$ cat src/rtl/fifo_wr_arbiter.sv
// Round-robin write arbiter in front of a FIFO: N requesters share one write port.
// Define FIFO_WR_ARB_BURST_EN to enable locked bursts of up to MAX_BURST beats.
module fifo_wr_arbiter #(
    parameter int DATA_WIDTH = 8,
    parameter int NUM_REQ    = 4,
    parameter int MAX_BURST  = 4
) (
    input  logic                            clk,
    input  logic                            rst,
    input  logic [NUM_REQ-1:0]              req,
    input  logic [NUM_REQ-1:0]              lock,
    input  logic [NUM_REQ*DATA_WIDTH-1:0]   req_data,
    input  logic                            full,
    output logic [NUM_REQ-1:0]              gnt,
    output logic [$clog2(NUM_REQ)-1:0]      gnt_id,
    output logic                            w_en,
    output logic [DATA_WIDTH-1:0]           data_in
);

    localparam int ID_W = $clog2(NUM_REQ);

    logic [ID_W-1:0] ptr, ptr_nxt;
    logic            rr_hit;
    logic [ID_W-1:0] rr_idx;
    logic            grant_raw;
    logic [ID_W-1:0] grant_idx;
    logic            grant;

    function automatic logic [ID_W-1:0] wrap_inc(input logic [ID_W-1:0] i);
        return (int'(i) == NUM_REQ - 1) ? '0 : i + 1'b1;
    endfunction

    // First requester at or after ptr, wrapping modulo NUM_REQ.
    always_comb begin
        logic [ID_W:0] sum;
        rr_hit = 1'b0;
        rr_idx = '0;
        sum    = '0;
        for (int unsigned k = 0; k < NUM_REQ; k++) begin
            sum = {1'b0, ptr} + (ID_W+1)'(k);
            if (sum >= (ID_W+1)'(NUM_REQ))
                sum = sum - (ID_W+1)'(NUM_REQ);
            if (!rr_hit && req[sum[ID_W-1:0]]) begin
                rr_hit = 1'b1;
                rr_idx = sum[ID_W-1:0];
            end
        end
    end

`ifdef FIFO_WR_ARB_BURST_EN
    localparam int CNT_W = $clog2(MAX_BURST + 1);

    typedef enum logic {ARB, BURST} state_t;

    state_t           state, state_nxt;
    logic [ID_W-1:0]  owner, owner_nxt;
    logic [CNT_W-1:0] beat_cnt, beat_nxt;

    always_ff @(posedge clk) begin
        if (rst) begin
            state    <= ARB;
            ptr      <= '0;
            owner    <= '0;
            beat_cnt <= '0;
        end else begin
            state    <= state_nxt;
            ptr      <= ptr_nxt;
            owner    <= owner_nxt;
            beat_cnt <= beat_nxt;
        end
    end

    always_comb begin
        state_nxt = state;
        ptr_nxt   = ptr;
        owner_nxt = owner;
        beat_nxt  = beat_cnt;
        grant_raw = 1'b0;
        grant_idx = '0;
        case (state)
            ARB: begin
                if (!full && rr_hit) begin
                    grant_raw = 1'b1;
                    grant_idx = rr_idx;
                    ptr_nxt   = wrap_inc(rr_idx);
                    // The arbitration grant is beat 1 of the burst.
                    if (lock[rr_idx]) begin
                        state_nxt = BURST;
                        owner_nxt = rr_idx;
                        beat_nxt  = CNT_W'(1);
                    end
                end
            end
            BURST: begin
                if (!(req[owner] && lock[owner])) begin
                    state_nxt = ARB;
                    ptr_nxt   = wrap_inc(owner);
                    beat_nxt  = '0;
                end else if (!full) begin
                    grant_raw = 1'b1;
                    grant_idx = owner;
                    beat_nxt  = beat_cnt + CNT_W'(1);
                    if (beat_cnt == CNT_W'(MAX_BURST - 1)) begin
                        state_nxt = ARB;
                        ptr_nxt   = wrap_inc(owner);
                        beat_nxt  = '0;
                    end
                end
            end
            default: state_nxt = ARB;
        endcase
    end
`else
    logic unused_lock;
    assign unused_lock = ^lock;

    always_ff @(posedge clk) begin
        if (rst)
            ptr <= '0;
        else
            ptr <= ptr_nxt;
    end

    always_comb begin
        grant_raw = !full && rr_hit;
        grant_idx = rr_idx;
        ptr_nxt   = ptr;
        if (grant_raw)
            ptr_nxt = wrap_inc(rr_idx);
    end
`endif

    assign grant = grant_raw && !rst;

    always_comb begin
        gnt     = '0;
        gnt_id  = '0;
        w_en    = 1'b0;
        data_in = '0;
        if (grant) begin
            gnt[grant_idx] = 1'b1;
            gnt_id         = grant_idx;
            w_en           = 1'b1;
            data_in        = req_data[grant_idx*DATA_WIDTH +: DATA_WIDTH];
        end
    end

endmodule

$ cat config.mk
export PLATFORM = sky130hd
export DESIGN_NAME = fifo_wr_arbiter
export DESIGN_NICKNAME = d
export VERILOG_FILES = /design/src/rtl/fifo_wr_arbiter.sv
export SDC_FILE = /design/constraint.sdc
export NUM_CORES = 1
export LEC_CHECK = 0
export BUFFER_PORTS_ARGS = -buffer_cell sky130_fd_sc_hd__buf_2
export CAP_MARGIN = 20
export CORE_MARGIN = 2
export CORE_UTILIZATION = 36
export CTS_CLUSTER_DIAMETER = 120
export DETAILED_ROUTE_END_ITERATION = 8
export PLACE_DENSITY = 0.83
export SYNTH_ARGS = -nofsm -noshare
export SYNTH_HDL_FRONTEND = slang
export SYNTH_SLANG_ARGS = --single-unit
$ cat constraint.sdc
create_clock -name clk -period 3.58 [get_ports clk]
set_clock_uncertainty 0.15 [all_clocks]
set_input_delay 0.716 -clock clk [delete_from_list [all_inputs] [get_ports clk]]
set_output_delay 0.716 -clock clk [all_outputs]
set_load 0.1 [all_outputs]
==> metrics.md, run 1 <==
| Metric | Value |
|---|---|
| Yosys top cell area share | `31.5%` |
| Num rows | `13` |
| Yosys top cell by area | `mux2i_1` |
| Critical path class | `input port to primary output` |
| Worst-path cell chain | `buf_2 -> nor2_1 -> a31oi_2 -> nor2b_1 -> nand2_2 -> o22ai_1 -> buf_12` |
| I/O pin count | `58` |
| Ys Warns | `0` |
| Largest net degree at the start of global routing | `17` |
| CTS sink count | `2` |
| Final setup viols | `0` |
| Placeable Area | `1350 µm²` |
| Largest regs | `ptr (2)` |
| Met1 Wirelength | `approximately 540 µm` |
| Reg2Reg Setup Slack | `between 1.5 and 2 ns` |
| Synthesis-to-layout area growth | `72.5%` |
| P_leak | `0.504 nW` |
| Critical path fanouts, max | `8` |
| Crit path largest cell delay | `roughly 0.50 ns` |
| Fraction of layout cells with a size suffix above 1 | `around 56%` |
| Clock buffer depth | `2` |
| Antenna cells | `0` |
| Cell Pwr Density | `348 nW/µm²` |
| Top delay family on crit path | `simple AND/OR/NAND/NOR gates` |
| Clk slew on worst S/H paths | `0.03 ns` |
| Hold_ws | `0.381 ns` |
| Post-CTS Hold Buffers | `0` |
| H-tree depth | `1` |
| Final Non-Filler Cells | `131` |
| CP endpoint kind | `primary output` |
| DR WL/cell | `13.6 µm` |
| Placed cell area | `910 µm²` |
| Hold Crit Depth | `2` |
| Final nets | `165` |
| Die Y | `42.8 µm` |
| Startpoint Class | `input port` |
| Post-CTS Setup Bufs | `0` |
| Number of vias per cell | `just over 5` |
| Endpoints failing hold | `0` |
| Fmax | `0.302 GHz` |
| Syn Area/Cell | `8.72 µm²` |
| Placed wire-length estimate | `1.52 mm` |
| TritonCTS buffer count | `3` |
| Max_cap viols | `0` |
| Syn Nets | `approximately 110` |
| Mapped Cells | `62` |
| Routed vias | `659` |
| Placed insts | `128` |
| Fin crit share | `between 90 and 100%` |
| Sequential fraction of the synthesis area | `7.41%` |
| Netlist cell types | `23` |
| Critical Path Slowest Stage Cell | `nor2b_1` |
| Max IR drop VDD | `just over 200 µV` |
| Synth area leaders | `mux2i_1 31%, o22ai_1 10%, ha_1 9.3%` |
| RePlAce Congestion | `0.724` |
| Worst-margin pin slew | `0.550 ns` |
| Overflow after GRT | `0` |
| Post-CTS sizing | `0` |
| Die footprint | `1830 µm²` |
| Root Buffer | `clkbuf_4` |
| Min-delay worst type | `flop to flop` |
| Critical path required time | `about 2.7 ns` |
| Met3 routed WL | `94 µm` |
| DR WL met2 | `approximately 1.1 mm` |
| Antenna viol nets, final | `0` |
| Worst-skew pair later-pin latency | `0.24 ns` |
| Max-slew violation count | `0` |
| First-pass GRT wire length | `2.83 mm` |
| Die X | `42.8 µm` |
| Relative slew slack | `a little over three fifths` |
| Critical path depth | `7` |
| DRC viols | `0` |
| Synthesized flop and latch total | `2` |
| Top Metal Used | `met4` |
| Pwr Total | `around 0.32 mW` |
| Final wirelength | `roughly 1.8 mm` |
| Buffers on Ports | `53` |
| Pre-antenna DRT Iters | `3` |
| Vias in the first global route | `652` |
| Status | `finished clean` |
| GR Util All Layers | `20.7%` |
| Initial antenna violation count | `0` |
| CP bufs+invs | `2` |
| Starting Density | `40.0%` |
| Reg2Reg Depth | `6` |
| Biggest register | `ptr` |
| CTS tree | `done` |
| Setup TNS Final | `0 ns` |
| Fin crit period | `3.31 ns` |
| Largest register FFs | `2` |
| Critical Path AT | `2.44 ns` |
| Filler Cells Inserted | `111` |
| Fin area | `932 µm²` |
| Mapped cell area | `541 µm²` |
| Iteration-0 DRC count of the detailed router | `4` |
| RSZ-0062 raised after global routing | `false` |
## final timing paths
| kind | from | end |
|---|---|---|
| worst max register to register | ptr[1]$_SDFFE_PP0P_ | ptr[1]$_SDFFE_PP0P_ |
| worst min register to register | ptr[0]$_SDFFE_PP0P_ | ptr[0]$_SDFFE_PP0P_ |
| worst min-delay path | ptr[0]$_SDFFE_PP0P_ | ptr[0]$_SDFFE_PP0P_ |
| worst max-delay path | req[1] | data_in[0] |
## report_power, final
part	internal, mW	switching (mW)
combinational	0.0868	0.153
sequential	0.0252	0.00366
clock	0.0374	0.0180
## metal layers
layer  up-vias  track usage, %
met1       301            17.4
met4         0            5.63
met2        21            43.3
met5         -               0
li1        334               -
met3         3            7.23
## placed cells by master (no fill, tap or decap), types with 2 or more instances in the layout
cell type,count
buf_12,8
clkbuf_4,3
inv_1,5
a21oi_1,2
and2_1,4
dfxtp_1,2
buf_2,45
nor2_1,4
o22ai_1,9
ha_1,4
mux2i_1,17
## worst register-to-register path: stages, from the launching register on
cell     delay [ns]
dfxtp_1        0.35
a21o_1         0.17
a21oi_1        0.14
o22a_2         0.44
ha_1           0.32
mux2i_1        0.14
nor2_1         0.06
## cell usage after synthesis
cell type	count
nand2b_4	1
nand2_2	1
ha_1	4
nor2b_1	1
nor3_1	1
and2_1	4
a211oi_2	1
buf_8	1
nor2_1	4
buf_4	1
and2_2	1
buf_12	1
dfxtp_1	2
o22a_2	1
nor2b_4	1
a31oi_2	1
nand2_4	1
inv_1	5
a21o_1	1
nand2b_1	1
o22ai_1	9
mux2i_1	17
a21oi_1	2
## through the flow
| stage | util, % | setup slack, ns |
|---|---|---|
| 2_1_floorplan | - | -0.408 |
| 3_3_place_gp | 67.4 | 0.367 |
| 3_5_place_dp | 67.4 | 0.288 |
| 4_1_cts | 69.0 | 0.283 |
| 5_1_grt | 69.0 | 0.113 |
| 6_report | 69.0 | 0.271 |
## area by class of cell
class	count	area, µm²	area share, %
Clock buffer	3	22.5	2.42
Inverter	5	18.8	2.01
Multi-Input combinational cell	52	439	47.1
Sequential cell	2	40.0	4.30
Tap cell	15	18.8	2.01
Timing Repair Buffer	54	393	42.1
## cell families (layout without fill, tap and decap cells)
family,after synthesis,after routing,share of synthesized area [%]
AOI/OAI and AO/OA,15,15,20.1
adders and majority gates,4,4,9.26
buffers and inverters,8,62,11.3
DFF,2,2,7.41
muxes,17,17,31.5
and+or+nand+nor,16,16,20.4
(Power assumes the default switching activity.)
==> inputs of run 2 (changes only) <==
Settings changed: SETUP_SLACK_MARGIN set to 0.5.
==> run 2 against run 1 <==
Die area did not move. Register-to-register slack got worse by 0.08 ns. Sequential power rose by 2%. Flip-flop and latch count did not move. Critical path depth rose by 1. Total power rose by 18%. Critical path type unchanged. Largest power group unchanged.
==> metrics.md, run 2 (synthesized netlist as in run 1, its figures left out) <==
| Metric | Value |
|---|---|
| Gr busiest metal | `met2` |
| Setup TNS Final | `0 ns` |
| CTS tree | `done` |
| Reg2Reg Setup Slack | `1.64 ns` |
| Critical path required time | `2.71 ns` |
| DR WL/cell | `roughly 15 µm` |
| Num rows | `13` |
| Max_cap viols | `0` |
| Fin crit share | `84.6%` |
| TritonCTS buffer count | `3` |
| Fmax | `0.330 GHz` |
| Synthesis-to-layout area growth | `119%` |
| P_leak | `0.544 nW` |
| Critical Path AT | `around 2.2 ns` |
| Final setup viols | `0` |
| Final nets | `170` |
| CTS sink count | `2` |
| Largest net degree at the start of global routing | `14` |
| Placed insts | `129` |
| Max-slew violation count | `0` |
| Starting Density | `between 40% and 50%` |
| First-pass GRT wire length | `3.28 mm` |
| Worst-skew pair later-pin latency | `0.22 ns` |
| Die Y | `42.8 µm` |
| Relative slew slack | `between 60% and 70%` |
| Fraction of layout cells with a size suffix above 1 | `70.2%` |
| Cell Pwr Density | `325 nW/µm²` |
| Routed vias | `713` |
| CP endpoint kind | `primary output` |
| Fin crit period | `3.03 ns` |
| Die X | `42.8 µm` |
| Initial antenna violation count | `0` |
| Endpoints failing hold | `0` |
| Status | `finished clean` |
| Clk slew on worst S/H paths | `0.03 ns` |
| Final Non-Filler Cells | `roughly 140` |
| Met3 GRT Util | `1.70%` |
| Clock buffer depth | `2` |
| Min-delay worst type | `flop to flop` |
| Share of power burned in registers | `between 7 and 8%` |
| Pwr Total | `0.384 mW` |
| Cell Int Power | `0.183 mW` |
| RR Startpoint | `ptr[0]$_SDFFE_PP0P_` |
| Crit path from | `req[0]` |
| Comb power frac | `79.7%` |
| Buffers on Ports | `between 50 and 60` |
| Most frequent cells in the layout | `40 x buf_2, 15 x mux2i_1, 12 x buf_12` |
| Filler Cells Inserted | `roughly 60` |
| Fin area | `1180 µm²` |
| Util after Layout | `87.5%` |
| FF/Latch Area | `40.0 µm²` |
| I/O pin count | `58` |
| Iteration-0 DRC count of the detailed router | `5` |
| Critical path class | `input port to primary output` |
| Die footprint | `1830 µm²` |
| DRC viols | `0` |
| Overflow after GRT | `0` |
| Most common cell after layout, fill and taps aside | `buf_2` |
| GR Util All Layers | `22.7%` |
| RSZ-0062 raised after global routing | `true` |
| Reg2Reg Depth | `8` |
| Startpoint Class | `input port` |
| Antenna viol nets, final | `0` |
| Number of vias per cell | `5.24` |
| Antenna cells | `0` |
| Biggest register | `ptr` |
| Largest register FFs | `2` |
| Max IR drop VDD | `226 µV` |
| Final wirelength | `2.04 mm` |
| NetSw | `0.201 mW` |
| FF-to-FF End | `ptr[1]$_SDFFE_PP0P_` |
| Critical path fanouts, max | `13` |
| Met1 usage | `between 20% and 30%` |
| RePlAce Congestion | `slightly above 0.8` |
| Pre-antenna DRT Iters | `3` |
| Worst-margin pin slew | `0.482 ns` |
| H-tree depth | `1` |
| Placeable Area | `1350 µm²` |
| Placed cell area | `1100 µm²` |
| Multi-input logic area | `584 µm²` |
| Vias in the first global route | `756` |
| Worst Setup EP | `data_in[4]` |
| Met2 GRT Util | `46.4%` |
| Largest regs | `ptr (2)` |
| Clock power share | `12.6%` |
| Placed wire-length estimate | `1.59 mm` |
| Net Sw Frac | `52.4%` |
| Hold Path Origin | `ptr[0]$_SDFFE_PP0P_` |
| Root Buffer | `clkbuf_4` |
## run 2: final cells by class
class                   count  share of cell area [%]
well taps                  15                    1.59
repair buffers             59                    41.7
flip-flops and latches      2                    3.39
multi-input cells          52                    49.5
inverters                   5                    1.91
clock buffers               3                    1.91
## run 2: power by group through the flow
stage | registers [mW] | clock network [mW] | logic [mW]
floorplan | 0.0281 | 0 | 0.207
global placement | 0.0288 | 0 | 0.277
detailed placement | 0.0294 | 0 | 0.285
CTS | 0.0294 | 0.0500 | 0.298
global route | 0.0297 | 0.0513 | 0.319
finish | 0.0295 | 0.0485 | 0.306
## run 2: worst min path at each step
stage               slack, ns                   to  depth (start not counted)
floorplan                0.34  ptr[0]$_SDFFE_PP0P_                          2
global placement         0.36  ptr[0]$_SDFFE_PP0P_                          2
detailed placement       0.40  ptr[0]$_SDFFE_PP0P_                          2
CTS                      0.41  ptr[0]$_SDFFE_PP0P_                          2
global route             0.44  ptr[0]$_SDFFE_PP0P_                          2
finish                   0.42  ptr[0]$_SDFFE_PP0P_                          2
## run 2: stage by stage
| stage | hold slack [ns] | setup slack [ns] |
|---|---|---|
| finish | 0.417 | 0.552 |
| global route | 0.443 | 0.455 |
| CTS | 0.409 | 0.534 |
| detailed placement | 0.396 | 0.331 |
| global placement | 0.363 | 0.403 |
| floorplan | 0.344 | 0.440 |
## run 2: worst max-delay path: stages
cell,delay (ns)
buf_2,0.13
a21o_1,0.17
a21oi_1,0.14
o22a_2,0.21
buf_12,0.17
mux2i_1,0.32
o22ai_4,0.13
buf_12,0.18
## run 2: what timing repair did
action / 4_1_cts / 5_1_grt
pin swaps: 2 / 1
buffers inserted: 4 / 0
endpoints found under the setup margin: 11 / 11
resized for setup: 1 / 6
hold buffers: 0 / 0
## run 2: per-layer routing
metal / routed length, µm / part of all wire, %
met1: 708 / 35
met2: 1240 / 61
met3: 69 / 3.4
met4: 21 / 1.0
met5: 0 / 0
==> inputs of run 3 (changes only) <==
Settings changed: ABC_AREA set to 1, CORE_UTILIZATION 36 to 39, PLACE_DENSITY 0.83 to 0.76.
Clock period 3.58 ns to 2.78 ns, I/O delays scaled along.
==> run 3 against run 2 <==
The run now fails in global routing (5_1_grt). Area after synthesis grew 78%. Synthesized cell count grew to 3.0 times the previous value.
==> metrics.md, run 3 <==
| Metric | Value |
|---|---|
| Post-synth top cells | `50 x nand2_1, 46 x inv_1, 22 x nand3_1, 17 x nand4_1` |
| Most frequent cell after synthesis | `nand2_1` |
| Num rows | `17` |
| TritonCTS buffer count | `3` |
| Synth area leaders | `nand2_1 20%, inv_1 18%, nand3_1 11%` |
| GR repair worst EP | `data_in[2]` |
| Largest net degree at the start of global routing | `17` |
| Root Buffer | `clkbuf_4` |
| I/O pin count | `58` |
| Syn Nets | `230` |
| Die X | `53.7 µm` |
| Syn Area/Cell | `between 5 and 6 µm²` |
| Post-CTS Hold Buffers | `0` |
| Clock buffer depth | `2` |
| H-tree depth | `1` |
| Mapped cell area | `962 µm²` |
| Worst EP Category | `primary output` |
| Ys Warns | `0` |
| Mapped Cells | `183` |
| Initial antenna violation count | `0` |
| Primary FF master, synth | `dfxtp_1` |
| Sequential fraction of the synthesis area | `under 10%` |
| RePlAce Congestion | `0.821` |
| EDFF count, synth | `0` |
| Err | `[ERROR DPL-0033] detailed placement checks failed during check placement.` |
| Netlist cell types | `23` |
| Yosys top cell by area | `nand2_1` |
| Yosys top cell area share | `19.5%` |
| CTS sink count | `2` |
| Placed wire-length estimate | `approximately 2.3 mm` |
| Asr flop ratio synth | `0%` |
| Die Y | `53.7 µm` |
| Starting Density | `between 40% and 50%` |
| Buffers on Ports | `53` |
| Synthesized flop and latch total | `2` |
| Status | `did not finish` |
| Halt Stage | `global routing (5_1_grt)` |
[run 3: cells by family after synthesis]
group	synth area share, %
fa+ha+maj	5.20
buf+inv	27.6
compound gates	7.28
simple gates	55.8
flops	4.16
[run 3: per-stage QoR]
step	area, µm²	cells	setup WS, ns	TNS [ns]	hold slack (ns)
2_1_floorplan	1180	183	-0.426	-4.88	0.460
3_3_place_gp	1700	267	-0.0452	-0.0889	0.448
3_5_place_dp	1700	267	-0.0589	-0.126	0.451
4_1_cts	2090	283	0.0224	0	0.399
[run 3: timing repair]
action	4_1_cts
resized for setup	68
pin swaps	27
endpoints found under the setup margin	16
cloned	5
buffers inserted	8
hold endpoints to repair	0
==> inputs of run 4 (changes only) <==
Settings changed: CORE_AREA set to 2 2 63 65, CORE_MARGIN 2 to not set, CORE_UTILIZATION 39 to not set, CTS_CLUSTER_DIAMETER 120 to not set, DIE_AREA set to 0 0 65 67, PLACE_DENSITY 0.76 to not set, PLACE_DENSITY_LB_ADDON set to 0.15, SETUP_SLACK_MARGIN 0.5 to not set.
Clock period 2.78 ns to 3.61 ns, I/O delays scaled along.
==> run 4 against run 3 <==
The run now ends clean. Synthesized cell count unchanged. Area after synthesis stayed put.
==> metrics.md, run 4 <==
| Metric | Value |
|---|---|
| First-pass GRT wire length | `around 4.8 mm` |
| Sequential fraction of the synthesis area | `around 4.2%` |
| CTS sink count | `2` |
| RePlAce Congestion | `0.812` |
| Post-synth top cells | `50 x nand2_1, 46 x inv_1, 22 x nand3_1, 17 x nand4_1` |
| Relative slew slack | `67.3%` |
| Max_cap viols | `0` |
| TritonCTS buffer count | `3` |
| Die footprint | `4360 µm²` |
| Synthesized flop and latch total | `2` |
| Final wirelength | `2.89 mm` |
| Vias in the first global route | `1093` |
| Yosys top cell area share | `19.5%` |
| EDFF count, synth | `0` |
| Die X | `65 µm` |
| Critical path fanouts, max | `10` |
| Die Y | `67 µm` |
| Biggest register | `ptr` |
| Antenna cells | `0` |
| Placed cell area | `approximately 1500 µm²` |
| Post-CTS Setup Bufs | `0` |
| Largest net degree at the start of global routing | `17` |
| Util after Layout | `42.5%` |
| Fin crit period | `between 3 and 4 ns` |
| DR WL/cell | `about 10 µm` |
| Worst-margin pin slew | `0.494 ns` |
| Max IR drop VDD | `320 µV` |
| Largest register FFs | `2` |
| Overflow after GRT | `0` |
| I/O pin count | `58` |
| Endpoints failing hold | `0` |
| Num rows | `22` |
| Most frequent cells in the layout | `50 x nand2_1, 46 x inv_1, 41 x buf_2` |
| Pwr Total | `between 1.5 and 2 mW` |
| Most common cell after layout, fill and taps aside | `nand2_1` |
| Pre-antenna DRT Iters | `4` |
| Filler Cells Inserted | `approximately 400` |
| Placed wire-length estimate | `2.35 mm` |
| Fin area | `~1500 µm²` |
| Iteration-0 DRC count of the detailed router | `34` |
| Root Buffer | `clkbuf_8` |
| H-tree depth | `1` |
| Startpoint Class | `flop` |
| Mapped cell area | `962 µm²` |
| Status | `finished clean` |
| Fraction of layout cells with a size suffix above 1 | `38.2%` |
| Fmax | `between 0.3 and 0.4 GHz` |
| RSZ-0062 raised after global routing | `false` |
| CP endpoint kind | `primary output` |
| Syn Nets | `230` |
| Number of vias per cell | `around 4.4` |
| Syn Area/Cell | `5.26 µm²` |
| Placeable Area | `3610 µm²` |
| Final setup viols | `0` |
| Cell Pwr Density | `around 1100 nW/µm²` |
| Min-delay worst type | `flop to flop` |
| Max-slew violation count | `0` |
| Most frequent cell after synthesis | `nand2_1` |
| Antenna viol nets, final | `0` |
| Post-CTS sizing | `0` |
| Ys Warns | `0` |
| CTS tree | `done` |
| GR Util All Layers | `between 10% and 20%` |
| Synthesis-to-layout area growth | `59.3%` |
| Critical path required time | `2.74 ns` |
| Fin crit share | `90.8%` |
| Worst-skew pair later-pin latency | `0.21 ns` |
| Clock buffer depth | `2` |
| Synth area leaders | `nand2_1 20%, inv_1 18%, nand3_1 11%` |
| Initial antenna violation count | `0` |
| Final Non-Filler Cells | `286` |
| Largest regs | `ptr (2)` |
| Final nets | `287` |
| Buffers on Ports | `53` |
| Netlist cell types | `23` |
| Mapped Cells | `183` |
| Asr flop ratio synth | `0%` |
| Critical path class | `flop to primary output` |
| Critical Path AT | `~2.4 ns` |
| Clk slew on worst S/H paths | `0.03 ns` |
| Starting Density | `26.7%` |
| Placed insts | `283` |
| Post-CTS Hold Buffers | `0` |
| Primary FF master, synth | `dfxtp_1` |
| P_leak | `~0.88 nW` |
| Routed vias | `1250` |
| Yosys top cell by area | `nand2_1` |
| DRC viols | `0` |
run 4: cell counts after synthesis:
Identical to the previous run, type by type.
run 4: cell families (layout without fill, tap and decap cells):
kind of cell | count (synthesis) | count (layout) | share of synthesized area, %
buffers and inverters | 57 | 112 | 27.6
and+or+nand+nor | 108 | 108 | 55.8
adders and majority gates | 4 | 4 | 5.20
AOI/OAI and AO/OA | 12 | 12 | 7.28
DFF | 2 | 2 | 4.16
run 4: path summary, 6_finish.rpt:
check,from,depth (start not counted),to,slack [ns]
hold / removal,ptr[1]$_SDFFE_PP0P_,2,ptr[1]$_SDFFE_PP0P_,0.50
hold reg to reg,ptr[1]$_SDFFE_PP0P_,2,ptr[1]$_SDFFE_PP0P_,0.50
setup reg to reg,ptr[0]$_SDFFE_PP0P_,13,ptr[1]$_SDFFE_PP0P_,1.28
setup / recovery,ptr[0]$_SDFFE_PP0P_,12,gnt[2],0.33
run 4: area by class of cell:
class                      count  area [µm²]  share of cell area (%)
clock buffer                   3        41.3                    2.69
inverter                      49         191                    12.5
multi-input combinational    124         702                    45.8
sequential                     2        40.0                    2.61
tap                           48        60.1                    3.92
timing repair buffer          60         498                    32.5
run 4: where the power goes:
part / switching, mW / internal [mW] / total (mW)
registers: 0.0208 / 0.0314 / 0.0522
clock network: 0.0192 / 0.0707 / 0.0899
logic: 1.02 / 0.508 / 1.53
run 4: per-stage QoR:
step           hold WS, ns  setup TNS [ns]  setup slack (ns)
6_report             0.500               0             0.331
5_1_grt              0.537               0            0.0774
4_1_cts              0.487               0             0.284
3_5_place_dp         0.471               0             0.306
3_3_place_gp         0.480               0             0.341
2_1_floorplan        0.399           -2.34            -0.231
run 4: metal layers:
| layer | vias to the layer above | global-route usage (%) | share of wire [%] |
|---|---|---|---|
| li1 | 678 | - | - |
| met1 | 541 | 16.9 | 43 |
| met2 | 31 | 25.1 | 52 |
| met3 | 0 | 1.01 | 4.9 |
| met4 | 0 | 2.39 | 0 |
| met5 | - | 0 | 0 |
run 4: critical path, cell delays in order, from the launching register on:
cell	delay [ns]
dfxtp_1	0.61
inv_8	0.09
nand2_1	0.08
nand2_1	0.10
nand2_1	0.10
nand2_2	0.06
nor2_4	0.13
nand3_4	0.11
nand3_2	0.19
ha_1	0.17
inv_1	0.04
nor2_2	0.09
buf_2	0.43
